<file path="src/rtl/op_unload_256_pkg.sv">
// op_unload_256_pkg: shared operand geometry and unloader FSM states
package op_unload_256_pkg;
  localparam int OP_W = 256;
  localparam int WORD_W = 16;
  localparam int NWORDS = 16;
  typedef enum logic {IDLE, SEND} state_t;
endpackage

</file>
<file path="src/rtl/op_word_mux.sv">
// op_word_mux: combinational NWORDS:1 word select with optional MSW-first ordering
module op_word_mux #(
  parameter int WORD_W = 16,
  parameter int NWORDS = 16,
  parameter bit MSW_FIRST = 1'b0
) (
  input  logic [WORD_W*NWORDS-1:0]   data,
  input  logic [$clog2(NWORDS)-1:0] sel,
  output logic [WORD_W-1:0]          word
);
  localparam int IW = $clog2(NWORDS);
  logic [IW-1:0] k;
  always_comb begin
    k = MSW_FIRST ? IW'(NWORDS-1) - sel : sel;
    word = '0;
    for (int i = 0; i < NWORDS; i++)
      if (k == IW'(i)) word = data[i*WORD_W +: WORD_W];
  end
endmodule

</file>
<file path="src/rtl/op_unload_256.sv">
// op_unload_256: captures a 256-bit operand and streams it out as 16-bit words over valid/ready
module op_unload_256
  import op_unload_256_pkg::*;
#(
  parameter int WORD_W = 16,
  parameter int NWORDS = 16,
  parameter bit MSW_FIRST = 1'b0
) (
  input  logic                     clk,
  input  logic                     rst_n,
  input  logic                     load_valid,
  output logic                     load_ready,
  input  logic [WORD_W*NWORDS-1:0] load_data,
  input  logic                     flush,
  output logic                     out_valid,
  input  logic                     out_ready,
  output logic [WORD_W-1:0]        out_data,
  output logic                     out_last,
  output logic                     busy
);
  localparam int IW = $clog2(NWORDS);
  localparam logic [IW-1:0] LAST = IW'(NWORDS-1);
  state_t state, state_nxt;
  logic [WORD_W*NWORDS-1:0] hold;
  logic [IW-1:0] idx;
  logic [WORD_W-1:0] word;
  op_word_mux #(.WORD_W(WORD_W), .NWORDS(NWORDS), .MSW_FIRST(MSW_FIRST)) u_mux (
    .data(hold),
    .sel (idx),
    .word(word)
  );
  always_comb begin
    state_nxt = flush ? IDLE
              : state == IDLE ? (load_valid ? SEND : IDLE)
              : (out_ready && idx == LAST) ? IDLE : SEND;
    load_ready = state == IDLE;
    out_valid = state == SEND;
    busy = state == SEND;
    out_last = state == SEND && idx == LAST;
    out_data = state == SEND ? word : '0;
  end
  always_ff @(posedge clk or negedge rst_n) begin
    if (!rst_n) begin
      state <= IDLE;
      idx <= '0;
      hold <= '0;
    end else begin
      state <= state_nxt;
      if (flush) idx <= '0;
      else if (state == IDLE && load_valid) begin
        hold <= load_data;
        idx <= '0;
      end else if (state == SEND && out_ready && idx != LAST) idx <= idx + 1'b1;
    end
  end
endmodule
</file>
<file path="config.mk">
export PLATFORM = sky130hd
export DESIGN_NAME = op_unload_256
export DESIGN_NICKNAME = d
export VERILOG_FILES = /design/src/rtl/op_unload_256_pkg.sv /design/src/rtl/op_word_mux.sv /design/src/rtl/op_unload_256.sv
export SDC_FILE = /design/constraint.sdc
export NUM_CORES = 1
export LEC_CHECK = 0
export CORE_MARGIN = 2
export CORE_UTILIZATION = 45
export CTS_BUF_LIST = sky130_fd_sc_hd__clkbuf_4
export DETAILED_ROUTE_END_ITERATION = 8
export GPL_TIMING_DRIVEN = 0
export HOLD_SLACK_MARGIN = 0.12
export PLACE_DENSITY_LB_ADDON = 0.25
export SLEW_MARGIN = 20
export SYNTH_ARGS = -nofsm -noshare
export SYNTH_HDL_FRONTEND = slang
export SYNTH_SLANG_ARGS = --single-unit
</file>
<file path="constraint.sdc">
create_clock -name clk -period 6.5 [get_ports clk]
set_clock_uncertainty 0.05 [all_clocks]
set_input_delay 0.65 -clock clk [delete_from_list [all_inputs] [get_ports clk]]
set_output_delay 0.65 -clock clk [all_outputs]
set_load 0.02 [all_outputs]
</file>
Yosys cells after proc, flatten, opt, wreduce, memory -nomap -nowiden
Index checks and enable logic that the tools add are counted.
{"block": "totals", "reg_bits": 261, "inputBits": 261, "out_inout_bits": 20, "elab_cells": 54}
{"block": "classes", "addsub": 1, "n_eq_ne": 16, "mux": 24, "bitwise_logic": 2, "n_reduce_logical": 8}
{"op": "$mux 16", "n": 17}
{"op": "$eq 4x4->1 const B", "n": 8}
{"op": "$eq 4x3->1 const B", "n": 4}
{"op": "$mux 4", "n": 3}
{"op": "$eq 4x2->1 const B", "n": 2}
{"op": "$logic_and 1x1->1", "n": 5}
{"op": "$add 4x1->4 const B", "n": 1}
{"op": "$eq 4x1->1 const B", "n": 1}
{"op": "$logic_not 4->1", "n": 1}
{"op": "$mux 1", "n": 4}
{"op": "$ne 4x4->1 const B", "n": 1}
{"op": "$reduce_bool 3->1", "n": 1}
{"op": "$not 1->1", "n": 2}
{"op": "$reduce_and 2->1", "n": 1}

Depth between registers and ports, before layout
{"block": "depth", "ltp_word": 18, "mapped_depth": 10, "ltp_nobuf": 7}

Modules after synthesis
A second synthesis with hierarchy kept.
{"block": "hier_totals", "hier_cells": 943, "area_unflattened_um2": 12897.4}
{"module": "op_unload_256", "n_inst": 1, "cells_each": 589, "area_per_inst_um2": 10304.9, "seq_area_each_um2": 6531.3}
{"module": "op_word_mux", "n_inst": 1, "cells_each": 354, "area_per_inst_um2": 2592.5, "seq_area_each_um2": 0.0}

Least setup slack after synthesis
OpenSTA, ideal clock, no wires.
{"block": "synth_timing", "kind": "register to output", "startpoint": "register idx[0]", "endpoint": "output out_data[12]", "arrival_ns": 2.069, "required_time_ns": 5.800, "setup_slack_ns": 3.731, "path_stages_with_launch": 9, "path_buffers": 2, "path_cell_list": "dfrtp_1 ha_1 buf_4 nor3_4 buf_2 o21ai_0 nor2_1 o211ai_1 a221oi_1"}
{"block": "synth_via", "elab_chain_len": 18, "word_cells_on_any_way": 33, "classes_between": "15 x eq/ne; 17 x mux; 1 x reduce/logical"}
{"element": "from (decl)", "line_no": "op_unload_256.sv:25", "text": "logic [IW-1:0] idx;"}
{"element": "from (signal assigned)", "line_no": "op_unload_256.sv:53", "text": "end else if (state == SEND && out_ready && idx != LAST) idx <= idx + 1'b1;"}
{"element": "$logic_not 4->1", "line_no": "op_word_mux.sv:17", "text": "if (k == IW'(i)) word = data[i*WORD_W +: WORD_W];"}
{"element": "$mux 16 (15 in series)", "line_no": "op_word_mux.sv:17"}
{"element": "$mux 16 (*)", "line_no": "op_word_mux.sv:17"}
{"element": "$mux 16 (*)", "line_no": "op_unload_256.sv:40", "text": "out_data = state == SEND ? word : '0;"}
{"element": "to (decl)", "line_no": "op_unload_256.sv:17", "text": "output logic [WORD_W-1:0] out_data,"}
Mark *: on every way between the ends. The rest lies on a longest branch, timed or not.

Final worst setup path
{"block": "layout_timing", "startpoint": "register idx[0]", "endpoint": "output out_data[10]"}
Same word-level chain as after synthesis.

==> results.py <==
metrics = {
    "critical_path": {
        "worstPathArrival_ps": 4220,
        "crit_path_end_kind": "output port",
        "crit_required_ps": 5800,
        "rrSetupSlack_ps": 4060,
        "criticalPathCategory": "register to output port",
        "rr_endpoint": "hold[253]$_DFFE_PN0P_",
        "cpPeakStageDelay_ps": 620,
        "crit_slowest_cell": "clkdlybuf4s50_1",
        "r2r-start": "busy$_DFF_PN0_",
        "cp-startpoint": "idx[0]$_DFFE_PN0P_",
        "r2r_cells": 7,
        "crit_path_max_fanout": 10,
        "start_kind": "register",
        "crit_chain": "inv_1, ha_1, nor2b_1, buf_2, a221o_1, o211ai_1, a41oi_1, o2111a_1, clkdlybuf4s50_1",
    },
    "power_and_ir_drop": {
        "ir_drop_mv": 0.134,
        "p_leak_nw": 6.73,
        "powerDensity_mw_per_mm2": 266,
    },
    "placement": {
        "gp_congestion": 0.966,
        "dp_hpwl_um": 33100,
        "dp.cells": 1637,
        "io_buffers": 280,
    },
    "sta": {
        "rsz0062_at_grt": "no",
        "setup_violations": 0,
        "hold_violations": 0,
        "min_period_over_period": 0.757,
        "whs_ps": 453,
        "worst_pin_slew_ps": 771,
        "fin_tns_setup_ps": 0,
        "fmax_mhz": 203,
        "relSlewSlack": 0.480,
        "min_period_ps": 4920,
        "drv_slew": 0,
    },
    "layout": {
        "design.final.nets": 1635,
        "layout_commonest_cell": "clkdlybuf4s50_1",
        "area_growth_pct": 33.8,
        "layout_common_cells": "clkdlybuf4s50_1, dfrtp_1, mux2_2, clkbuf_4, o21ai_0",
        "fin_util": 0.616,
        "final_cells": 1760,
        "layout-drive-gt1-share": 0.313,
    },
    "clocking": {
        "cts_setup_buffers": 0,
        "clk_pin_slew_ps": 60,
        "htree_levels": 3,
        "ctsResizeCount": 0,
        "insertion_delay_ps": 680,
        "holdBufCountCts": 1,
        "cts_buffers": 71,
        "root_buffer": "clkbuf_4",
        "cts_tree": "done",
        "clkSinkCount": 261,
        "clockBufferDepth": 3,
    },
    "detailed_routing": {
        "postRouteAntennaNets": 0,
        "vias": 10500,
        "routed_wl_um": 43400,
        "first_iter_violations": 963,
        "dr.pass1.iters": 6,
        "drc": 0,
        "routedWlPerCell_um": 24.7,
        "via_per_inst": 5.95,
    },
    "flow_run": {
        "maxCapViolations": 0,
    },
    "die": {
        "dieHeight_um": 170,
        "die_w_um": 170,
        "io_pins": 281,
        "coreArea_mm2": 0.0270,
        "start_util": 0.460,
        "die_area_mm2": 0.0290,
        "num_rows": 60,
    },
    "global_routing": {
        "grt_pass1_wl_um": 63400,
        "antenna_found_initial": 2,
        "grt_max_degree": 101,
        "grt_util_all_layers": 0.300,
        "grt_pass1_vias": 10500,
        "grt-ovfl-total": 0,
    },
    "min_path": {
        "min_to": "hold[33]$_DFFE_PN0P_",
        "hold_path.class": "register to register",
        "hold_depth": 1,
        "hold_start": "hold[33]$_DFFE_PN0P_",
    },
    "outcome": {
        "status": "completed",
    },
    "synthesis": {
        "syn_area_per_cell_um2": 12.3,
        "syn_nets": 1279,
        "syn_area_mm2": 0.0124,
        "netlist_instances": 1014,
        "synth_ff_type": "dfrtp_1",
        "yosysSeqAreaShare": 0.525,
        "netlist-cell-type-count": 55,
        "synth-async-reset-ratio": 1.00,
        "synth_edf_count": 0,
        "synth-seq-cells": 261,
        "ys_warn_count": 0,
    },
}
-- sequential cells by signal (all words and copies together), names as in the netlist --
signal,flops
hold,256
idx,4
busy,1
-- layer usage --
layer | GRT usage | part of all wire
met4 | 0.125 | 0.038
met5 | 0 | 0
met3 | 0.0616 | 0.085
met1 | 0.408 | 0.42
met2 | 0.469 | 0.46
-- synth_stat cells (4+ instances only) --
library cell / n / area [µm²]
dfrtp_1: 261 / 6530
mux2_2: 253 / 2850
o21ai_0: 54 / 270
nand2_1: 51 / 191
a21oi_1: 42 / 210
buf_2: 38 / 190
nand3_1: 33 / 165
o22ai_1: 30 / 188
buf_4: 29 / 218
a22oi_1: 27 / 203
nor2_1: 25 / 93.8
o211ai_1: 15 / 113
a221oi_1: 13 / 114
a221o_1: 10 / 100
clkbuf_1: 10 / 37.5
a41oi_1: 9 / 78.8
inv_1: 9 / 33.8
o221ai_1: 8 / 70.1
nor2b_1: 7 / 43.8
o2111ai_1: 7 / 61.3
o21a_1: 7 / 52.6
nand2b_1: 6 / 37.5
a21boi_0: 5 / 37.5
a222oi_1: 5 / 50.1
a22o_1: 5 / 43.8
o22a_1: 5 / 43.8
a211oi_1: 4 / 30.0
buf_1: 4 / 15.0
ha_1: 4 / 50.1
o2111a_1: 4 / 45.0
-- per-stage QoR --
| stage | total power [mW] | instance area [µm²] | setup slack (ps) |
|---|---|---|---|
| floorplan | 2.52 | 12400 | 3730 |
| global placement | 2.92 | 15700 | -6360 |
| detailed placement | 2.95 | 15700 | 2380 |
| CTS | 4.45 | 16600 | 1660 |
| global route | 4.63 | 16700 | 1510 |
| finish | 4.43 | 16700 | 1580 |
-- power breakdown --
group | total (mW) | internal, mW | leakage [nW] | switching, mW
clock | 1.50 | 0.825 | 0.543 | 0.677
sequential | 2.12 | 1.93 | 3.09 | 0.186
combinational | 0.813 | 0.484 | 3.10 | 0.329
-- critical path, delay by kind of cell, from the launching register on --
kind	cells	cell delay [ps]
AO/OA/AOI/OAI	4	1350
adder cells (fa/ha/maj)	1	250
AND/OR/NAND/NOR	1	390
flip-flops	1	430
buffers and inverters	3	1120
-- logic make-up (layout without fill, tap and decap cells) --
| group | after synthesis | after routing | share of synthesized area |
|---|---|---|---|
| other | 0 | 2 | 0 |
| XOR/XNOR | 2 | 2 | 0.00141 |
| AND/OR/NAND/NOR | 135 | 135 | 0.0506 |
| flip-flops | 261 | 261 | 0.525 |
| AO/OA/AOI/OAI | 265 | 265 | 0.148 |
| multiplexers | 254 | 254 | 0.230 |
| adder cells (fa/ha/maj) | 4 | 4 | 0.00402 |
| buffers and inverters | 93 | 496 | 0.0407 |
-- layout make-up --
cell class,instances,area [µm²]
Multi-Input combinational cell,660,5400
Timing Repair Buffer,283,2870
Inverter,11,41.3
Clock inverter,13,103
Antenna cell,2,5.00
Clock buffer,107,803
Buffer,82,465
Fill cell,2225,10400
Sequential cell,261,6530
Tap cell,341,427
-- worst max-delay path by stage --
stage                                  endpoint  slack [ps]  cells past startpoint
after CTS                           out_data[8]        1660                      9
final                              out_data[10]        1580                      9
after global placement    hold[120]$_DFFE_PN0P_       -6360                      1
after global routing                out_data[9]        1510                      9
after floorplan                    out_data[12]        3730                      8
after detailed placement            out_data[8]        2380                      9
Note: power is estimated with default switching activity, not from simulation.
